[config.mk]
export PLATFORM = sky130hd
export DESIGN_NAME = predistort_tap_loader
export DESIGN_NICKNAME = d
export VERILOG_FILES = /design/src/rtl/predistort_tap_loader.sv
export SDC_FILE = /design/constraint.sdc
export NUM_CORES = 1
export LEC_CHECK = 0
export ABC_AREA = 1
export CORE_UTILIZATION = 45
export DETAILED_ROUTE_END_ITERATION = 16
export PLACE_DENSITY = 0.62
export SLEW_MARGIN = 15
export SYNTH_ARGS = -nofsm -noshare
export SYNTH_HDL_FRONTEND = slang
export SYNTH_SLANG_ARGS = --single-unit
[constraint.sdc]
create_clock -name clk -period 4.3 [get_ports clk]
set_clock_uncertainty 0.15 [all_clocks]
set_input_delay 0.43 -clock clk [delete_from_list [all_inputs] [get_ports clk]]
set_output_delay 0.43 -clock clk [all_outputs]
set_load 0.02 [all_outputs]
[src/rtl/predistort_tap_loader.sv]
// Settings-bus tap loader for the predistort block: queues coefficient writes into each
// channel's shadow bank and swaps a channel's active bank on commit, at a packet boundary.
module predistort_tap_loader #(
    parameter int         NUM_CHANNELS  = 4,
    parameter int         TAP_AW        = 8,
    parameter int         FIFO_AW       = 4,
    parameter logic [7:0] SR_WHICH_TAPS = 8'd192,
    parameter logic [7:0] SR_TAP_DATA   = 8'd193,
    parameter logic [7:0] SR_TAP_COMMIT = 8'd194
) (
    input  logic                    clk,
    input  logic                    reset,
    input  logic                    set_stb,
    input  logic [7:0]              set_addr,
    input  logic [31:0]             set_data,
    output logic [NUM_CHANNELS-1:0] tap_we,
    output logic                    tap_bank,
    output logic [TAP_AW-1:0]       tap_addr,
    output logic [31:0]             tap_data,
    input  logic                    tap_ready,
    input  logic [NUM_CHANNELS-1:0] frame_done,
    input  logic [NUM_CHANNELS-1:0] chan_idle,
    output logic [NUM_CHANNELS-1:0] active_bank,
    output logic [NUM_CHANNELS-1:0] swap_pulse,
    output logic [31:0]             status
);
    localparam int                CW        = FIFO_AW + 1;
    localparam int                DEPTH_N   = 2 ** FIFO_AW;
    localparam logic [CW-1:0]     DEPTH     = {1'b1, {FIFO_AW{1'b0}}};
    localparam logic [TAP_AW-1:0] LAST_ADDR = {TAP_AW{1'b1}};

    typedef enum logic [1:0] {ST_IDLE, ST_PEND, ST_DRAIN} commit_state_t;

    typedef struct packed {
        logic [1:0]        chan;
        logic [TAP_AW-1:0] addr;
        logic [31:0]       data;
    } entry_t;

    logic [1:0]              sel_q, sel_d;
    logic [TAP_AW-1:0]       wr_addr_q, wr_addr_d;
    logic                    done_q, done_d;
    logic                    err_q, err_d;
    logic                    ovf_q, ovf_d;
    entry_t                  mem_q [DEPTH_N];
    logic [FIFO_AW-1:0]      wr_ptr_q, wr_ptr_d, rd_ptr_q, rd_ptr_d;
    logic [CW-1:0]           mem_cnt_q, mem_cnt_d;
    entry_t                  out_q, out_d;
    logic [NUM_CHANNELS-1:0] tap_we_q, tap_we_d;
    logic                    tap_bank_q, tap_bank_d;
    logic [NUM_CHANNELS-1:0] active_bank_q, active_bank_d;
    logic [NUM_CHANNELS-1:0] swap_q, swap_d;
    commit_state_t           state_q [NUM_CHANNELS];
    commit_state_t           state_d [NUM_CHANNELS];
    logic [CW-1:0]           chan_cnt_q [NUM_CHANNELS];
    logic [CW-1:0]           chan_cnt_d [NUM_CHANNELS];

    logic                    wr_sel, wr_data, wr_commit, sel_valid;
    logic                    out_vld, pop, take, push, fifo_full;
    logic [NUM_CHANNELS-1:0] pending, commit_req;
    entry_t                  new_entry, head;
    logic [3:0]              pend_ext, ab_ext;

    always_comb begin
        // NOTE: every combinational output gets a default first, so no path can infer a latch.
        sel_d      = sel_q;
        wr_addr_d  = wr_addr_q;
        done_d     = done_q;
        err_d      = err_q;
        ovf_d      = ovf_q;
        push       = 1'b0;
        commit_req = '0;
        new_entry  = '{chan: sel_q, addr: wr_addr_q, data: set_data};
        head       = mem_q[rd_ptr_q];

        wr_sel    = set_stb && (set_addr == SR_WHICH_TAPS);
        wr_data   = set_stb && (set_addr == SR_TAP_DATA);
        wr_commit = set_stb && (set_addr == SR_TAP_COMMIT);
        sel_valid = int'(sel_q) < NUM_CHANNELS;
        out_vld   = |tap_we_q;
        pop       = out_vld && tap_ready;
        take      = (mem_cnt_q != '0) && (!out_vld || tap_ready);
        fifo_full = (mem_cnt_q + CW'(out_vld)) == DEPTH;

        for (int k = 0; k < NUM_CHANNELS; k++) begin
            pending[k] = (state_q[k] != ST_IDLE);
        end

        if (wr_sel) begin
            sel_d     = set_data[1:0];
            wr_addr_d = '0;
            done_d    = 1'b0;
            if (set_data[31]) begin
                err_d = 1'b0;
                ovf_d = 1'b0;
            end
            if (int'(set_data[1:0]) >= NUM_CHANNELS) begin
                err_d = 1'b1;
            end
        end else if (wr_data && sel_valid) begin
            if (pending[sel_q] || done_q) begin
                err_d = 1'b1;
            end else if (fifo_full) begin
                ovf_d = 1'b1;
            end else begin
                push = 1'b1;
                if (wr_addr_q == LAST_ADDR) done_d = 1'b1;
                else                        wr_addr_d = wr_addr_q + TAP_AW'(1);
            end
        end else if (wr_commit && sel_valid) begin
            commit_req[sel_q] = 1'b1;
        end

        // Output stage is the FIFO head; it reloads from the queue as it is consumed.
        wr_ptr_d   = push ? wr_ptr_q + FIFO_AW'(1) : wr_ptr_q;
        rd_ptr_d   = take ? rd_ptr_q + FIFO_AW'(1) : rd_ptr_q;
        mem_cnt_d  = mem_cnt_q;
        if (push && !take)      mem_cnt_d = mem_cnt_q + CW'(1);
        else if (!push && take) mem_cnt_d = mem_cnt_q - CW'(1);
        out_d      = out_q;
        tap_we_d   = tap_we_q;
        tap_bank_d = tap_bank_q;
        if (take) begin
            out_d      = head;
            tap_bank_d = ~active_bank_q[head.chan];
            for (int k = 0; k < NUM_CHANNELS; k++) begin
                tap_we_d[k] = (int'(head.chan) == k);
            end
        end else if (pop) begin
            tap_we_d = '0;
        end

        swap_d = '0;
        for (int k = 0; k < NUM_CHANNELS; k++) begin
            chan_cnt_d[k] = chan_cnt_q[k];
            if ((push && int'(new_entry.chan) == k) && !(pop && tap_we_q[k]))
                chan_cnt_d[k] = chan_cnt_q[k] + CW'(1);
            else if (!(push && int'(new_entry.chan) == k) && (pop && tap_we_q[k]))
                chan_cnt_d[k] = chan_cnt_q[k] - CW'(1);

            state_d[k] = state_q[k];
            unique case (state_q[k])
                ST_IDLE:  if (commit_req[k]) state_d[k] = ST_PEND;
                ST_PEND:  if (chan_cnt_d[k] == '0) state_d[k] = ST_DRAIN;
                ST_DRAIN: if (frame_done[k] || chan_idle[k]) begin
                    swap_d[k]  = 1'b1;
                    state_d[k] = ST_IDLE;
                end
                default:  state_d[k] = ST_IDLE;
            endcase
            if (swap_d[k] && int'(sel_q) == k) begin
                wr_addr_d = '0;
                done_d    = 1'b0;
            end
        end
        active_bank_d = active_bank_q ^ swap_d;

        pend_ext = '0;
        ab_ext   = '0;
        pend_ext[NUM_CHANNELS-1:0] = pending;
        ab_ext[NUM_CHANNELS-1:0]   = active_bank_q;
        status                     = '0;
        status[31]                 = ovf_q;
        status[30]                 = err_q;
        status[29:26]              = pend_ext;
        status[25:24]              = sel_q;
        status[23:20]              = ab_ext;
        status[TAP_AW-1:0]         = wr_addr_q;
    end

    // NOTE: queue storage has no reset; occupancy and pointers alone decide what is valid.
    always_ff @(posedge clk) begin
        if (push) mem_q[wr_ptr_q] <= new_entry;
    end

    // NOTE: state registers use non-blocking assignments so every flop samples pre-edge values.
    always_ff @(posedge clk) begin
        if (reset) begin
            sel_q         <= '0;
            wr_addr_q     <= '0;
            done_q        <= 1'b0;
            err_q         <= 1'b0;
            ovf_q         <= 1'b0;
            wr_ptr_q      <= '0;
            rd_ptr_q      <= '0;
            mem_cnt_q     <= '0;
            out_q         <= '0;
            tap_we_q      <= '0;
            tap_bank_q    <= 1'b0;
            active_bank_q <= '0;
            swap_q        <= '0;
            for (int k = 0; k < NUM_CHANNELS; k++) begin
                state_q[k]    <= ST_IDLE;
                chan_cnt_q[k] <= '0;
            end
        end else begin
            sel_q         <= sel_d;
            wr_addr_q     <= wr_addr_d;
            done_q        <= done_d;
            err_q         <= err_d;
            ovf_q         <= ovf_d;
            wr_ptr_q      <= wr_ptr_d;
            rd_ptr_q      <= rd_ptr_d;
            mem_cnt_q     <= mem_cnt_d;
            out_q         <= out_d;
            tap_we_q      <= tap_we_d;
            tap_bank_q    <= tap_bank_d;
            active_bank_q <= active_bank_d;
            swap_q        <= swap_d;
            for (int k = 0; k < NUM_CHANNELS; k++) begin
                state_q[k]    <= state_d[k];
                chan_cnt_q[k] <= chan_cnt_d[k];
            end
        end
    end

    assign tap_we      = tap_we_q;
    assign tap_bank    = tap_bank_q;
    assign tap_addr    = out_q.addr;
    assign tap_data    = out_q.data;
    assign active_bank = active_bank_q;
    assign swap_pulse  = swap_q;

endmodule

; ---- Word level (Yosys, flattened, before mapping)
; Memories as Yosys holds them, arrays and structs flattened. A register that Yosys moved wholly into a read port is not among the register bits.
; Cells that the tools add are included.
; Widths: inputs -> output; s select.
[totals]
register_bits = 79
output_inout_bits = 85
n_memories = 3
mem_bits_rw = 700
[mem_list]
columns = name, depth, word_bits, read_ports, rd_ports_with_merged_regs, write_ports, line_no
row1 = mem_q, 16, 42, 1, 1, 1, 45  ; entry_t mem_q [DEPTH_N];
row2 = chan_cnt_q, 4, 5, 4, 0, 4, 55  ; logic [CW-1:0] chan_cnt_q [NUM_CHANNELS];
row3 = state_q, 4, 2, 4, 0, 4, 53  ; commit_state_t state_q [NUM_CHANNELS];
[classes]
n_eq_ne = 21
add_sub_neg = 14
n_mux = 72
magnitude_cmp = 3
bitwise = 13
n_reduce_logical = 71
[ops]
columns = operator, n
row1 = $mux 5, 14
row2 = $eq 8x8->1 const B, 4
row3 = $mux 2, 16
row4 = $logic_and 1x1->1, 28
row5 = $mux 1, 28
row6 = $mux 4, 7
row7 = $add 5x1->5 const B, 5
row8 = $sub 5x1->5 const B, 5
row9 = $pmux 2 s3, 4
row10 = $logic_not 5->1, 4
row11 = $reduce_bool 2->1, 9
row12 = $eq 2x2->1 const B, 8
row13 = $eq 2x1->1 const B, 6
row14 = $logic_not 2->1, 6
row15 = $reduce_and 4->1, 3
row16 = $logic_not 1->1, 11
row17 = $add 4x1->4 const B, 2
row18 = $add 8x1->8 const B, 1
row19 = $or 1x1->1, 8
row20 = $logic_or 1x1->1, 6
row21 = $lt 2x3->1 const B, 2
row22 = $reduce_or 6->1, 1
row23 = $add 5x1->5, 1
row24 = $eq 5x5->1 const B, 1
row25 = other kinds (9), 14

; ---- Depth between registers and ports, before layout
; An unclocked memory read counts as a cell.
[logic_depth]
depth_word = 17
mapped_depth = 23
depth_no_buf = 22

; ---- Least setup slack after synthesis
; OpenSTA, ideal clock, no wires.
[synth_path]
kind = register to register
start = register tap_we_q[2], in the netlist tap_we[2]
end = memory mem_q[11][0] (netlist name), enable pin
path_stages_with_launch = 14
period_less_slack_ps = 4244
setup_slack_ps = 56
path_buffers = 1
arrival_ps = 3652
t_required_ps = 3709
setup_time_ps = 441
cell_sequence = dfxtp_1 -> inv_1 -> nand4_1 -> ha_1 -> ha_1 -> nor2_1 -> nand2_1 -> nor2_1 -> nand3_2 -> nand2_2 -> nor2_2 -> buf_4 -> nand3_1 -> nor2_1
[synth_via]
elab_chain_cells = 9
[synth_lines]
columns = item, line_no
row1 = "start, declared", 49  ; logic [NUM_CHANNELS-1:0] tap_we_q, tap_we_d;
row2 = "start signal, assigned", 206  ; tap_we_q <= tap_we_d;
row3 = $reduce_or 4->1, 80  ; out_vld = |tap_we_q;
row4 = $add 5x1->5, 83  ; fifo_full = (mem_cnt_q + CW'(out_vld)) == DEPTH;
row5 = $eq 5x5->1, 83
row6 = $mux 1, 103  ; end else if (fifo_full) begin
row7 = $mux 1, 101  ; if (pending[sel_q] || done_q) begin
row8 = $mux 1, 100  ; end else if (wr_data && sel_valid) begin
row9 = $mux 1, 89  ; if (wr_sel) begin
row10 = named net push, 59  ; logic out_vld, pop, take, push, fifo_full;
row11 = $mux 1, 173  ; if (push) mem_q[wr_ptr_q] <= new_entry;
row12 = $mux 1 (not written as such), 173
row13 = "end, declared", 45
; The timed path passes the listed nets, and every way through them passes these cells.

; ---- Worst setup path in the final report
[layout_path]
start = register tap_we_q[1], in the netlist tap_we[1]
end = register mem_cnt_q[4]
[layout_via]
elab_chain_cells = 10
word_cells_on_any_way = 16
[layout_lines]
columns = item, line_no
row1 = $reduce_or 4->1 *, 80
row2 = $add 5x1->5, 83
row3 = $eq 5x5->1, 83
row4 = $mux 1, 103
row5 = $mux 1, 101
row6 = $mux 1, 100
row7 = $mux 1, 89
row8 = $logic_not 1->1, 119  ; else if (!push && take) mem_cnt_d = mem_cnt_q - CW'(1);
row9 = $logic_and 1x1->1, 119
row10 = $reduce_bool 2->1 (no source line), -
row11 = "end signal, assigned", 204  ; mem_cnt_q <= mem_cnt_d;
row12 = "end, declared", 47  ; logic [CW-1:0] mem_cnt_q, mem_cnt_d;
; Every way passes the cells marked *; elsewhere a longest branch is shown, timed or not.
; A chain may end at the register's enable or synchronous reset.

==> results.md <==
* HP Class: flop to flop
* Hpwl dp at 43.16 mm
* Largest area contributor in the netlist: edfxtp_1
* Initial antenna violation count at 1
* Detail Route Antenna Nets at 0
* Sink Count at 783
* Initial Util at 0.4553
* First-pass GRT wire length at 119.2 mm
* Root buf cell: clkbuf_16
* Max-Cap Viols at 0
* WL/cell at 20.76 um
* Crit share post-route at 0.9008
* Number of global-route vias before repair at 20549
* Inserted Clock Buffers at 80
* FFs w/ async S/R, synth at 0
* Final setup violation count at 0
* Placeable Area at 71490 um^2
* Post-synthesis sequential area ratio at 0.6883
* Worst EP required at 4690 ps
* Total gr overflow at 0
* R2R setup slack at 430 ps
* CTS clk-pin slew, worst paths at 60 ps
* DR vias/cell at 5.501
* Worst-Margin Slew at 1069 ps
* Site row count at 98
* Htree depth at 3
* Final-report max-slew violation count at 0
* Number of diodes at 0
* # IOs at 137
* CTS Buffer Depth at 3
* Chip width at 270.9 um
* Synth Area per Inst at 12.49 um^2
* CTS tree: done
* DRT iter0 DRCs at 1594
* Drt pass-1 iters at 7
* Placer Congestion at 0.8435
* Clock latency on the worst-skew pair at 620 ps
* Post-CTS Hold Buffers at 0
* WL final at 77.28 mm
* Period minus WS final at 3874 ps
* Vias at 20479
* # resized after CTS at 0
* Slew headroom at 0.2818
* Area after DPL at 35010 um^2
* Syn Inst Count at 2606
* Fin area at 37570 um^2
* Post-synth EDFFs at 672
* Cell area power density at 557.1 nW/um^2
* Total power draw at 20.93 mW
* Die area at 73400 um^2
* Layout net count at 2780
* Hold Fails Final Rpt at 0
* Util after Layout at 0.5256
* Outcome: finished, final reports clean
* Synth Cell Area at 32550 um^2
* Postcts setup bufs at 0
* GRT Util Overall at 0.2102
* Setup TNS at 0 ps
* Maximum vdd drop at 0.4150 mV
* Type of element capturing the critical path: flop
* Final WS setup at 426.4 ps
* Port Buffers at 124
* Share of the synthesized area in the top cell type at 0.6200
* Largest net degree at the start of global routing at 135
* Startpoint Class: flop
* Die height at 270.9 um
* P_leak at 13.46 nW
* P&R area growth vs syn at 15.45%
* Drt drc at 0
* Distinct cell type count after synthesis at 45
* FMAX at 0.2582 GHz
* Synthesized flop and latch total at 783
* Critical Path Fanout Max at 10
* YS warnings at 0
* CP arrival at 4260 ps
* Top FF cell, synth: edfxtp_1
* Type of the worst setup path: flop to flop
* Fraction of layout instances using a drive strength above 1 at 0.1010
* Pre-CTS setup slack at 436.9 ps
* RSZ-0062 raised after global routing: no
* Top post-synthesis cells by area: edfxtp_1 62%, dfxtp_1 6.8%, mux2i_1 4.9%, o211ai_1 3.9%, inv_1 3.8%
[through the flow]
stage               hold slack, ps  std cells
floorplan                    288.0       2617
global placement             305.4       3575
detailed placement           323.5       3575
CTS                          332.7       3723
global route                 376.5       3723
finish                       334.6       3723
[area by class of cell]
cell class	count	area [um^2]
clock buffers	107	2237
clock inverters	41	329.1
fillers	5957	33910
inverters	337	1269
multi-input cells	1337	8327
flip-flops and latches	783	22410
well taps	950	1189
repair buffers	168	1809
[path summary, 6_finish.rpt]
kind,depth (start not counted),to,start
worst max-delay path,20,mem_cnt_q[4],tap_we[1]
worst min-delay path,2,tap_we[3],tap_we[3]
worst max register to register,20,mem_cnt_q[4],tap_we[1]
worst min register to register,2,tap_we[3],tap_we[3]
[cells in the final DEF, fill, tap and decap left out, drive strengths merged, types with 4 or more instances in the layout]
master	count
conb	12
a211oi	6
clkdlybuf4s50	124
clkinv	35
bufinv	4
mux2i	160
nand4	18
edfxtp	672
nor2	110
clkbuf	107
o21ai	236
nand3	151
nor3	16
a21oi	220
ha	20
xor2	11
nor4	4
buf	44
inv	338
o211ai	169
a31o	40
nand2	151
dfxtp	111
[registers in the layout (all words and copies together), names as in the netlist, named ones only]
signal,count
mem_q,672
tap_data,32
chan_cnt_q,20
state_q,8
tap_addr,8
wr_addr_q,8
mem_cnt_q,5
active_bank,4
rd_ptr_q,4
swap_pulse,4
tap_we,4
wr_ptr_q,4
sel_q,2
done_q,1
err_q,1
ovf_q,1
tap_bank,1
[routing by layer]
layer | global-route usage | up-vias | share of wire
met5 | 0 | - | 0
met4 | 0.05471 | 0 | 0.016
met3 | 0.03177 | 96 | 0.052
met2 | 0.3636 | 587 | 0.50
met1 | 0.2752 | 10184 | 0.43
li1 | - | 9612 | -
[Yosys cell counts, types with 11 or more instances]
master,instances
a21oi_1,216
a31o_2,40
buf_1,15
buf_2,22
buf_4,21
clkbuf_1,101
dfxtp_1,111
edfxtp_1,672
ha_1,20
inv_1,327
mux2i_1,160
nand2_1,141
nand3_1,142
nand4_1,14
nor2_1,95
nor2_2,11
nor3_1,15
o211ai_1,169
o21ai_0,232
xor2_1,11
[power breakdown]
part,switching [mW],leakage (nW),internal [mW]
Combinational,3.33,5.11,2.03
Sequential,0.337,7.09,8.49
Clock,2.84,1.27,3.91
[worst max-delay path, cell delays in order, from the launching register on]
cell and delay, ps:
dfxtp_1 320, inv_1 80, nand4_1 150, ha_1 250, ha_1 280, nor2_1 40
nand2_1 60, nor2_1 60, nand3_2 190, nand2_2 130, nor2_2 420, ha_1 340
inv_1 110, ha_1 340, nand2_1 80, nor2_1 40, a211oi_1 240, nor2_1 80
nor2_1 150, o21ai_0 100, a21oi_1 170
[cells by family (layout without fill, tap and decap cells)]
group	count (synthesis)	count (layout)	share of synthesized area
flip-flops	783	783	0.6883
AO/OA/AOI/OAI	675	675	0.1229
buffers and inverters	497	653	0.06082
AND/OR/NAND/NOR	456	456	0.06685
multiplexers	160	160	0.04921
adder cells (fa/ha/maj)	21	21	0.008304
XOR/XNOR	13	13	0.003498
other	1	12	0.0001152
Note: power is estimated with default switching activity, not from simulation.
